File: src/rtl/record_sequencer_pkg.sv
// Shared field widths, state encoding and sizing helpers for the note record sequencer.
package record_sequencer_pkg;

  localparam int unsigned OctaveBits        = 3;
  localparam int unsigned NoteBits          = 3;
  localparam int unsigned LengthBits        = 3;
  localparam int unsigned FullNoteBits      = 3;
  localparam int unsigned RecCntBitsDefault = 5;

  typedef enum logic [1:0] {
    StIdle   = 2'd0,
    StRecord = 2'd1,
    StLoad   = 2'd2,
    StHold   = 2'd3
  } seq_state_e;

  localparam logic [OctaveBits-1:0]   PlayOctaveRst   = 3'b100;
  localparam logic [FullNoteBits-1:0] PlayFullNoteRst = 3'b100;

  // One spare bit so 8 * tick_cycles itself is representable during the load multiply.
  function automatic int unsigned hold_cnt_bits(input int unsigned tick_cycles);
    return $clog2(8 * tick_cycles) + 1;
  endfunction

endpackage

File: src/rtl/note_timer.sv
// Loadable down-counter with zero flag; times how long the current note sounds.
module note_timer #(
  parameter int unsigned Width = 8
) (
  input  logic             clk,
  input  logic             rst_n,
  input  logic             load,
  input  logic [Width-1:0] load_val,
  input  logic             dec,
  output logic             zero
);

  logic [Width-1:0] count_q;

  always_ff @(posedge clk) begin
    if (!rst_n) begin
      count_q <= '0;
    end else if (load) begin
      count_q <= load_val;
    end else if (dec && !zero) begin
      count_q <= count_q - Width'(1);
    end
  end

  assign zero = (count_q == '0);

endmodule

File: src/rtl/record_sequencer.sv
// Records note entries into an external store, then plays them back one by one,
// holding each note for (length+1) ticks plus one load cycle.
module record_sequencer
  import record_sequencer_pkg::*;
#(
  parameter int unsigned REC_CNT_BITS = RecCntBitsDefault,
  parameter int unsigned TICK_CYCLES  = 12500000
) (
  input  logic                    clk,
  input  logic                    rst_n,
  input  logic                    start_rec,
  input  logic                    start_play,
  input  logic                    stop,
  input  logic                    note_valid,
  input  logic [OctaveBits-1:0]   in_octave,
  input  logic [NoteBits-1:0]     in_note,
  input  logic [LengthBits-1:0]   in_length,
  input  logic [FullNoteBits-1:0] in_full_note,
  output logic                    mem_en,
  output logic                    mem_rw,
  output logic [REC_CNT_BITS-1:0] mem_cnt,
  output logic [OctaveBits-1:0]   mem_octave,
  output logic [NoteBits-1:0]     mem_note,
  output logic [LengthBits-1:0]   mem_length,
  output logic [FullNoteBits-1:0] mem_full_note,
  input  logic [OctaveBits-1:0]   rd_octave,
  input  logic [NoteBits-1:0]     rd_note,
  input  logic [LengthBits-1:0]   rd_length,
  input  logic [FullNoteBits-1:0] rd_full_note,
  output logic                    play_valid,
  output logic [OctaveBits-1:0]   play_octave,
  output logic [NoteBits-1:0]     play_note,
  output logic [FullNoteBits-1:0] play_full_note,
  output logic [1:0]              state,
  output logic [REC_CNT_BITS:0]   rec_len,
  output logic                    done
);

  localparam int unsigned HoldW = hold_cnt_bits(TICK_CYCLES);
  localparam logic [HoldW-1:0] TickW = HoldW'(TICK_CYCLES);
  localparam logic [REC_CNT_BITS:0] LenOne = 1;
  localparam logic [REC_CNT_BITS-1:0] PtrOne = 1;
  localparam logic [REC_CNT_BITS:0] RecMax = {1'b1, {REC_CNT_BITS{1'b0}}};

  seq_state_e              state_q;
  logic [REC_CNT_BITS-1:0] wr_ptr_q;
  logic [REC_CNT_BITS-1:0] rd_ptr_q;

  logic             timer_load;
  logic             timer_dec;
  logic             timer_zero;
  logic [HoldW-1:0] hold_len;
  logic [HoldW-1:0] hold_val;
  logic [REC_CNT_BITS:0] rd_next_len;

  // The store answers combinationally at mem_cnt, which equals rd_ptr throughout LOAD.
  assign hold_len    = HoldW'(rd_length) + HoldW'(1);
  assign hold_val    = hold_len * TickW - HoldW'(1);
  assign timer_load  = (state_q == StLoad) && !stop;
  assign timer_dec   = (state_q == StHold);
  assign rd_next_len = {1'b0, rd_ptr_q} + LenOne;
  assign state       = state_q;

  note_timer #(
    .Width (HoldW)
  ) u_note_timer (
    .clk      (clk),
    .rst_n    (rst_n),
    .load     (timer_load),
    .load_val (hold_val),
    .dec      (timer_dec),
    .zero     (timer_zero)
  );

  always_ff @(posedge clk) begin
    if (!rst_n) begin
      state_q        <= StIdle;
      wr_ptr_q       <= '0;
      rd_ptr_q       <= '0;
      rec_len        <= '0;
      mem_en         <= 1'b0;
      mem_rw         <= 1'b0;
      mem_cnt        <= '0;
      mem_octave     <= '0;
      mem_note       <= '0;
      mem_length     <= '0;
      mem_full_note  <= '0;
      play_valid     <= 1'b0;
      play_octave    <= PlayOctaveRst;
      play_note      <= '0;
      play_full_note <= PlayFullNoteRst;
      done           <= 1'b0;
    end else begin
      mem_en <= 1'b0;
      mem_rw <= 1'b0;
      done   <= 1'b0;
      unique case (state_q)
        StIdle: begin
          if (start_rec) begin
            rec_len  <= '0;
            wr_ptr_q <= '0;
            state_q  <= StRecord;
          end else if (start_play) begin
            if (rec_len != '0) begin
              rd_ptr_q <= '0;
              mem_en   <= 1'b1;
              mem_cnt  <= '0;
              state_q  <= StLoad;
            end else begin
              done <= 1'b1;
            end
          end
        end
        StRecord: begin
          if (note_valid) begin
            mem_octave    <= in_octave;
            mem_note      <= in_note;
            mem_length    <= in_length;
            mem_full_note <= in_full_note;
            mem_en        <= 1'b1;
            mem_rw        <= 1'b1;
            mem_cnt       <= wr_ptr_q;
            wr_ptr_q      <= wr_ptr_q + PtrOne;
            rec_len       <= rec_len + LenOne;
            // Store full: stop before the pointer could wrap onto entry 0.
            if (rec_len + LenOne == RecMax) begin
              state_q <= StIdle;
            end
          end
          if (stop) begin
            state_q <= StIdle;
          end
        end
        StLoad: begin
          if (stop) begin
            play_valid <= 1'b0;
            state_q    <= StIdle;
          end else begin
            play_octave    <= rd_octave;
            play_note      <= rd_note;
            play_full_note <= rd_full_note;
            play_valid     <= 1'b1;
            state_q        <= StHold;
          end
        end
        StHold: begin
          if (stop) begin
            play_valid <= 1'b0;
            state_q    <= StIdle;
          end else if (timer_zero) begin
            play_valid <= 1'b0;
            if (rd_next_len == rec_len) begin
              done    <= 1'b1;
              state_q <= StIdle;
            end else begin
              rd_ptr_q <= rd_ptr_q + PtrOne;
              mem_en   <= 1'b1;
              mem_cnt  <= rd_ptr_q + PtrOne;
              state_q  <= StLoad;
            end
          end
        end
        default: state_q <= StIdle;
      endcase
    end
  end

endmodule

File: config.mk
export PLATFORM = sky130hd
export DESIGN_NAME = record_sequencer
export DESIGN_NICKNAME = d
export VERILOG_FILES = /design/src/rtl/record_sequencer_pkg.sv /design/src/rtl/note_timer.sv /design/src/rtl/record_sequencer.sv
export SDC_FILE = /design/constraint.sdc
export NUM_CORES = 1
export LEC_CHECK = 0
export ABC_CLOCK_PERIOD_IN_PS = 5900
export CELL_PAD_IN_SITES_DETAIL_PLACEMENT = 1
export CELL_PAD_IN_SITES_GLOBAL_PLACEMENT = 1
export CORE_MARGIN = 1
export CORE_UTILIZATION = 38
export CTS_CLUSTER_SIZE = 14
export DETAILED_ROUTE_END_ITERATION = 8
export MAX_ROUTING_LAYER = met4
export PLACE_DENSITY_LB_ADDON = 0.1
export SYNTH_ARGS = -nofsm -noshare
export SYNTH_HDL_FRONTEND = slang
export SYNTH_HIERARCHICAL = 1
export SYNTH_SLANG_ARGS = --single-unit
File: constraint.sdc
create_clock -name clk -period 5.9 [get_ports clk]
set_input_delay 1.77 -clock clk [delete_from_list [all_inputs] [get_ports clk]]
set_output_delay 1.77 -clock clk [all_outputs]
set_load 0.01 [all_outputs]
Yosys cells after proc, flatten, opt, wreduce, memory -nomap -nowiden
Cells that the tools add are included.
W data, S select, Z words.
{"block": "classes", "n_lt_le_gt_ge": 0, "mux": 47, "shifts": 0, "reduce_logical": 20, "n_bitwise": 1, "eq_ne": 18, "mul": 1, "n_div": 0, "n_addsub": 7}
{"cell": "$mux W28", "count": 2}
{"cell": "$sub A28 B1 Y28 const B", "count": 2}
{"cell": "$mux W5", "count": 9}
{"cell": "$logic_not A28 Y1", "count": 1}
{"cell": "$mul A4 B19 Y23 const B", "count": 1}
{"cell": "$mux W2", "count": 10}
{"cell": "$pmux W5 S2", "count": 2}
{"cell": "$mux W1", "count": 16}
{"cell": "$ne A2 B2 Y1 const B", "count": 8}
{"cell": "$ne A3 B3 Y1 const B", "count": 5}
{"cell": "$pmux W5 S3", "count": 1}
{"cell": "$mux W6", "count": 2}
{"cell": "$pmux W6 S2", "count": 1}
{"cell": "$add A5 B1 Y5 const B", "count": 2}
{"cell": "$pmux W2 S4", "count": 1}
{"cell": "$reduce_and A2 Y1", "count": 4}
{"cell": "$reduce_and A8 Y1", "count": 1}
{"cell": "$reduce_bool A2 Y1", "count": 4}
{"cell": "$reduce_and A7 Y1", "count": 1}
{"cell": "$add A5 B1 Y6 const B", "count": 1}
{"cell": "$add A6 B1 Y6 const B", "count": 1}
{"cell": "$eq A6 B6 Y1", "count": 1}
{"cell": "$eq A6 B6 Y1 const B", "count": 1}
{"cell": "$reduce_bool A6 Y1", "count": 1}
{"cell": "12 further kinds", "count": 16}
{"block": "totals", "memories": 0, "wordCells": 111, "reg_bits": 76, "latch_bits": 0, "out_inout_bits": 38, "rom_bits": 0, "inputBits": 30, "ramBits": 0}

Logic depth before layout (Yosys ltp)
Gate-level depths: netlist of the first run.
{"block": "depth", "word_depth": 6, "ltp_mapped": 18, "ltp_nobuf": 18}

Cells and area by module
Netlist of the first run, hierarchy kept.
{"mod": "record_sequencer", "instances": 1, "area_each_um2": 3435.8, "cells_each": 410}
{"mod": "note_timer", "instances": 1, "area_each_um2": 1682.9, "cells_each": 210}

Worst setup path after synthesis of the first run
OpenSTA, ideal clock, no wires.
{"block": "synth_path", "path_type": "input -> register", "startpoint": "input rd_length[0]", "endpoint": "register u_note_timer.count_q[26]", "stages": 17, "setup_slack_ps": -154, "arrival_ps": 5980, "path_buffers": 0, "path_cell_list": "ha_1 xor2_1 inv_1 ha_1 ha_1 or2_2 fa_1 ha_1 a21o_2 a221oi_4 xnor2_1 or4_4 or3_4 nor3_2 xnor2_1 o21ai_0 a31oi_1"}
{"block": "synth_via", "elab_chain_cells": 4}
{"item": "start, declared", "line_no": "record_sequencer.sv:28", "source": "input logic [LengthBits-1:0] rd_length,"}
{"item": "$add A3 B1 Y4", "line_no": "record_sequencer.sv:57", "source": "assign hold_len = HoldW'(rd_length) + HoldW'(1);"}
{"item": "$mul A4 B19 Y23", "line_no": "record_sequencer.sv:58", "source": "assign hold_val = hold_len * TickW - HoldW'(1);"}
{"item": "$sub A28 B1 Y28", "line_no": "record_sequencer.sv:58"}
{"item": "net hold_val[26]", "line_no": "record_sequencer.sv:53", "source": "logic [HoldW-1:0] hold_val;"}
{"item": "$mux W28", "line_no": "note_timer.sv:18", "source": "end else if (load) begin"}
{"item": "end signal, assigned", "line_no": "note_timer.sv:19", "source": "count_q <= load_val;"}
{"item": "end signal, assigned", "line_no": "note_timer.sv:21", "source": "count_q <= count_q - Width'(1);"}
{"item": "end, declared", "line_no": "note_timer.sv:13", "source": "logic [Width-1:0] count_q;"}
The timed path passes the listed nets, and every way through them passes these cells.
A chain may end at the register's enable or synchronous reset.

Final worst setup path of the first run
Same ends and word-level chain as after synthesis.

==> flow_summary.json, run 1 <==
{
  "totalPowerFinal_mw": 2.86,
  "drive_above_1_share": 0.159,
  "pwr-share-clk": 0.223,
  "pwr-share-seq": 0.241,
  "finalCriticalPeriod_ns": 5.72,
  "synthTopCellsByArea": "dfxtp_1, ha_1, nand2_1",
  "finalWeightedCongestion": 0.844,
  "multiInputGateArea_sq_um": 3440,
  "antenna_found_initial": 0,
  "drc": 0,
  "fillCellCount": 1552,
  "yosys_warnings": 6,
  "place_area_sq_um": 6290,
  "synth_compound_area_frac": 0.232,
  "swShare": 0.414,
  "grt_max_degree": 47,
  "io_pins": 68,
  "tightest_slew_ns": 0.901,
  "syn-cell-area_sq_um": 5120,
  "overflow": 0,
  "yosysTopAreaCell": "dfxtp_1",
  "dieArea_sq_um": 13900,
  "drt-pass1-iter-count": 4,
  "crit_slowest_cell": "fa_1",
  "comb_power_share": 0.535,
  "drtIter0Drc": 280,
  "critPathBufInv": 7,
  "die_width_um": 118,
  "outcome": "completed",
  "vias": 5008,
  "ys_ff_latch": 76,
  "wire_per_inst_um": 16.8,
  "synth_top_family_by_area": "compound AO/OA/AOI/OAI gates",
  "max_stage_delay_ns": 0.56,
  "grt_pass1_vias": 5229,
  "synthMuxAreaShare": 0.00440,
  "crit_chain": "dlygate4sd2_1 > ha_2 > xor2_2 > buf_4 > buf_4 > buf_4 > buf_4 > ha_1 > ha_1 > ha_1 > inv_1 > fa_1 > inv_1 > a2111o_1 > or4_4 > or3_4 > nor3_4 > xnor2_1 > o21ai_1 > a31oi_1",
  "dp_hpwl_um": 11400,
  "clock.fmax_mhz": 175,
  "cts_sinks": 76,
  "peakVddDrop_mv": 0.180,
  "min_path_type": "reg -> reg",
  "arrival_ns": 5.97,
  "async_flop_share": 0,
  "relSlewSlack": 0.397,
  "avgSynthCellArea_sq_um": 8.26,
  "finalMaxSlewViolations": 0,
  "nNetsFinal": 807,
  "chipHeight_um": 118,
  "cts_root_buffer": "clkbuf_16",
  "timing.final.crit_share": 0.969,
  "grtUsageTotal": 0.235,
  "hold_viol_final": 0,
  "setup_violations": 0,
  "p_per_area_nw_per_um2": 421,
  "synth-edff-count": 0,
  "rows": 42,
  "synth-main-ff-cell": "dfxtp_1",
  "synth-xor-area-share": 0.0702,
  "cts_buffers": 9,
  "ys_types": 70,
  "totalWireLength_um": 15400,
  "holdWs_ns": 0.464,
  "cp_max_fo": 3,
  "skew_ns": 0.00609,
  "clk_latency_ns": 0.34,
  "crit_top_cell": "buf_4",
  "syn_inst": 620,
  "tns_ns": 0,
  "synth-seq-area-share": 0.297,
  "vias_per_cell": 5.48,
  "core_sq_um": 13200,
  "worstSetupPathType": "in -> reg",
  "seq_area_sq_um": 1520,
  "start_util": 0.388,
  "fin_area_sq_um": 6790,
  "grt_pass1_wl_um": 25700,
  "yosys.area_share.simple": 0.228,
  "cp.required_ns": 6.16,
  "cts_max_level": 3,
  "p_leak_nw": 2.74,
  "clockBufferDepth": 2,
  "final_antenna_net_count": 0,
  "area_delta_synth_final_pct": 32.6,
  "cts_tree": "built",
  "antenna_cells": 0,
  "rsz0062_at_grt": "no",
  "yosys.area.top_type_share": 0.297,
  "maxCapViolations": 0,
  "synth_adder_area_share": 0.118,
  "worstSetupEndpointType": "flip-flop",
  "cp_top_family": "adder cells",
  "worst_setup_path_start_kind": "primary input",
  "netSwitchingPower_mw": 1.18,
  "portBuffers": 67,
  "p_int_mw": 1.67,
  "path_clk_slew_ns": 0.06
}
[state kept, by name, summed over array words and instances, names as in the netlist, 2 cells and up]
register,cells
u_note_timer/count_q,28
rec_len,6
mem_cnt,5
mem_length,3
mem_note,3
play_octave,3
wr_ptr_q,5
play_note,3
play_full_note,3
mem_octave,3
mem_full_note,3
state,2
rd_ptr_q,5
[power groups by stage]
| stage | clock network, mW | registers [mW] | logic, mW |
|---|---|---|---|
| 4_1_cts | 0.649 | 0.689 | 1.52 |
| 5_1_grt | 0.670 | 0.704 | 1.68 |
| 3_5_place_dp | 0 | 0.698 | 1.44 |
| 2_1_floorplan | 0 | 0.689 | 0.941 |
| 3_3_place_gp | 0 | 0.691 | 1.39 |
| 6_report | 0.638 | 0.689 | 1.53 |
[cell families after synthesis]
family / after synthesis
AND/OR/NAND/NOR: 218
buffers and inverters: 64
XOR/XNOR: 36
other: 1
flip-flops: 76
AO/OA/AOI/OAI: 179
adder cells (fa/ha/maj): 44
multiplexers: 2
[cell usage in the layout, fill, tap and decap left out, drive strengths merged, types with 10 or more instances in the layout]
cell type      synthesis  routed
nand2                 81      81
dfxtp                 76      76
clkdlybuf4s50          0      63
buf                    4      63
o21ai                 53      53
ha                    37      37
inv                   33      33
a31oi                 23      23
a21oi                 22      22
a21boi                22      22
nor2                  22      22
nand3                 22      22
xnor2                 19      19
xor2                  14      14
or4                   14      14
or3                   13      13
clkbuf                27      10
[area by class of cell]
class / count / area share
inverter: 33 / 0.0182
timing repair buffer: 129 / 0.168
clock inverter: 6 / 0.0166
sequential: 76 / 0.224
clock buffer: 10 / 0.0337
multi-input combinational: 484 / 0.507
tap: 176 / 0.0324
[tightest hold or removal path: cells and delay by family (launching register included)]
kind	cells	cell delay [ns]
AOI/OAI and AO/OA	1	0.06
DFF	1	0.31
and+or+nand+nor	1	0.05
[cells in the mapped netlist, types with 7 or more instances]
cell	number
a21boi_0	22
inv_1	33
xnor2_1	19
ha_1	37
o31ai_1	9
dfxtp_1	76
fa_1	7
and3_1	7
or3_1	9
nor4_1	8
nor2_1	22
nor3_1	8
or4_1	9
xor2_1	14
a31oi_1	23
nor2b_1	8
clkbuf_1	27
nand2_1	81
o21ai_0	53
nand4_1	8
nand3_1	21
a21oi_1	22
[routing by layer]
metal / up-vias / global-route usage / share of wire
met2: 75 / 0.422 / 0.52
met3: 26 / 0.0320 / 0.026
met5: - / - / 0
met4: 0 / 0.0761 / 0.018
met1: 2433 / 0.267 / 0.44
li1: 2474 / - / -
[final timing paths]
check	start	to	slack, ns	cells past startpoint
setup reg to reg	u_note_timer/count_q[8]$_SDFFE_PN0P_	mem_cnt[3]$_SDFFE_PN0P_	2.96	7
setup / recovery	rd_length[0]	u_note_timer/count_q[26]$_SDFFE_PN0P_	0.18	20
hold reg to reg	play_note[2]$_SDFFE_PN0P_	play_note[2]$_SDFFE_PN0P_	0.46	2
hold / removal	play_note[2]$_SDFFE_PN0P_	play_note[2]$_SDFFE_PN0P_	0.46	2
[metrics by stage]
step	setup slack [ns]	util	instances
2_1_floorplan	0.0222	-	624
3_3_place_gp	-0.403	0.477	886
3_5_place_dp	-0.578	0.477	886
4_1_cts	0.0162	0.514	914
5_1_grt	0.0103	0.515	914
6_report	0.183	0.515	914
[timing repair]
| item | 4_1_cts | 5_1_grt |
|---|---|---|
| hold buffers | 0 | 0 |
| pin swaps | 10 | 5 |
| endpoints found under the setup margin | 2 | 3 |
| gates resized for setup | 13 | 2 |
| buffers inserted | 12 | 0 |
| gates cloned | 0 | 0 |
Power figures use the tool's default switching activity.
==> run 2: changes to the inputs <==
--- a/config.mk
+++ b/config.mk
@@ -8,7 +8,7 @@
 export ABC_CLOCK_PERIOD_IN_PS = 5900
 export CELL_PAD_IN_SITES_DETAIL_PLACEMENT = 1
 export CELL_PAD_IN_SITES_GLOBAL_PLACEMENT = 1
-export CORE_MARGIN = 1
+export CORE_MARGIN = 8
 export CORE_UTILIZATION = 38
 export CTS_CLUSTER_SIZE = 14
 export DETAILED_ROUTE_END_ITERATION = 8
==> flow_summary.json, run 2 (synthesis results as in run 1) <==
{
  "outcome": "completed",
  "p_leak_nw": 2.70,
  "setup_violations": 0,
  "portBuffers": 67,
  "cp_top_family": "buffers and inverters",
  "r2r_slack_ns": 2.90,
  "hold_depth": 2,
  "final_antenna_net_count": 0,
  "timing.rr.start": "u_note_timer/count_q[8]$_SDFFE_PN0P_",
  "antenna_found_initial": 0,
  "p_int_mw": 1.59,
  "dieArea_sq_um": 17400,
  "finalMaxSlewViolations": 0,
  "relSlewSlack": 0.382,
  "largest_register_ffs": 28,
  "top_regs": "u_note_timer/count_q x28, rec_len x6",
  "rows": 42,
  "reg2regPathDepth": 7,
  "fillCellCount": 1565,
  "crit_chain": "dlygate4sd2_1 > ha_2 > xor2_2 > inv_2 > ha_4 > ha_4 > or2_4 > fa_1 > ha_4 > a21o_2 > a221oi_4 > xnor2_2 > buf_4 > buf_4 > buf_4 > buf_4 > buf_4 > buf_4 > buf_4 > buf_4 > buf_4 > buf_4 > o21ai_1 > a31oi_1",
  "p_per_area_nw_per_um2": 410,
  "final_common_cell": "nand2_1",
  "cp_max_fo": 3,
  "clk_latency_ns": 0.33,
  "clockBufferDepth": 2,
  "vias": 5040,
  "vias_per_cell": 5.54,
  "arrival_ns": 5.93,
  "overflow": 0,
  "worstSetupPathType": "in -> reg",
  "top_register": "u_note_timer/count_q",
  "maxCapViolations": 0,
  "drtIter0Drc": 303,
  "cts_max_level": 3,
  "grt_max_degree": 46,
  "whs_endpoint": "play_full_note[0]$_SDFFE_PN0P_",
  "cts_tree": "built",
  "swShare": 0.422,
  "totalWireLength_um": 16400,
  "path_clk_slew_ns": 0.06,
  "antenna_cells": 0,
  "start_util": 0.388,
  "cts_buffers": 9,
  "nNetsFinal": 806,
  "max_stage_delay_ns": 0.54,
  "core_sq_um": 13200,
  "finalCriticalPeriod_ns": 5.71,
  "final_cell_mix": "nand2_1, dfxtp_1, clkdlybuf4s50_1, buf_4, o21ai_0",
  "cts_sinks": 76,
  "chipHeight_um": 132,
  "critPathBufInv": 12,
  "clock.fmax_mhz": 175,
  "comb_power_share": 0.555,
  "dp_cells": 881,
  "fin_cells": 910,
  "skew_ns": 0.00587,
  "cp.required_ns": 6.12,
  "drt-pass1-iter-count": 4,
  "cts_root_buffer": "clkbuf_16",
  "timing.final.crit_share": 0.969,
  "wire_per_inst_um": 18.1,
  "tightest_slew_ns": 0.923,
  "holdWs_ns": 0.462,
  "dpl_worst_slack_ns": -0.628,
  "crit_top_cell": "buf_4",
  "worst_setup_path_start_kind": "primary input",
  "worst_slack_ns": 0.185,
  "rsz0062_at_grt": "no",
  "grt_pass1_vias": 5216,
  "drc": 0,
  "totalPowerFinal_mw": 2.75,
  "hp-start": "play_full_note[0]$_SDFFE_PN0P_",
  "min_path_type": "reg -> reg",
  "hold_buffers": 0,
  "netSwitchingPower_mw": 1.16,
  "dp_hpwl_um": 12300,
  "io_pins": 68,
  "grt_pass1_wl_um": 26700,
  "finalWeightedCongestion": 0.881,
  "hold_viol_final": 0,
  "pwr-share-clk": 0.194,
  "grtUsageTotal": 0.192,
  "area_delta_synth_final_pct": 31.1,
  "peakVddDrop_mv": 0.157,
  "worstSetupEndpointType": "flip-flop",
  "drive_above_1_share": 0.154,
  "crit_slowest_cell": "fa_1",
  "die_width_um": 132,
  "r2r-end": "mem_cnt[2]$_SDFFE_PN0P_",
  "pwr-share-seq": 0.251
}
## run 2: layout make-up
class / instances / area [sq um] / area share
multi-input combinational: 484 / 3430 / 0.512
tap: 176 / 220 / 0.0328
clock inverter: 3 / 40.0 / 0.00597
clock buffer: 10 / 239 / 0.0356
sequential: 76 / 1520 / 0.227
timing repair buffer: 128 / 1130 / 0.169
inverter: 33 / 124 / 0.0185
## run 2: per-stage QoR
step | instance area (sq um) | setup TNS, ns | util
after floorplan | 5160 | 0 | -
after global placement | 6250 | -0.824 | 0.474
after detailed placement | 6250 | -1.63 | 0.474
after CTS | 6670 | 0 | 0.506
after global routing | 6710 | 0 | 0.509
final | 6710 | 0 | 0.509
## run 2: worst max-delay path by stage
stage	end	slack, ns	start	cells past startpoint
after floorplan	u_note_timer/count_q[26]$_SDFFE_PN0P_	0.02	rd_length[0]	16
after global placement	u_note_timer/count_q[26]$_SDFFE_PN0P_	-0.39	rd_length[0]	18
after detailed placement	u_note_timer/count_q[26]$_SDFFE_PN0P_	-0.63	rd_length[0]	19
final	u_note_timer/count_q[17]$_SDFFE_PN0P_	0.19	rd_length[1]	24
after global routing	u_note_timer/count_q[17]$_SDFFE_PN0P_	0.01	rd_length[1]	25
after CTS	u_note_timer/count_q[26]$_SDFFE_PN0P_	0.03	rd_length[2]	18
## run 2: metal layers
| layer | global-route usage | share of wire | up-vias |
|---|---|---|---|
| met1 | 0.203 | 0.42 | 2461 |
| li1 | - | - | 2460 |
| met2 | 0.351 | 0.53 | 94 |
| met4 | 0.0721 | 0.020 | 0 |
| met5 | - | 0 | - |
| met3 | 0.0313 | 0.032 | 25 |
## run 2: timing repair
action	in CTS	in global routing
pin swaps	9	2
endpoints found under the hold margin	0	0
setup endpoints to repair	2	3
setup buffers	11	5
resized for setup	13	4
## run 2: power groups by stage
stage | Sequential (mW) | Combinational [mW] | Clock (mW)
final | 0.690 | 1.53 | 0.535
after global routing | 0.703 | 1.67 | 0.570
after CTS | 0.689 | 1.51 | 0.549
after floorplan | 0.689 | 0.941 | 0
after global placement | 0.692 | 1.38 | 0
after detailed placement | 0.698 | 1.43 | 0
## run 2: worst register-to-register path: cells and delay by family (launching register included)
kind | cells | cell delay (ns)
flops | 1 | 0.37
simple gates | 5 | 2.34
compound gates | 2 | 0.18
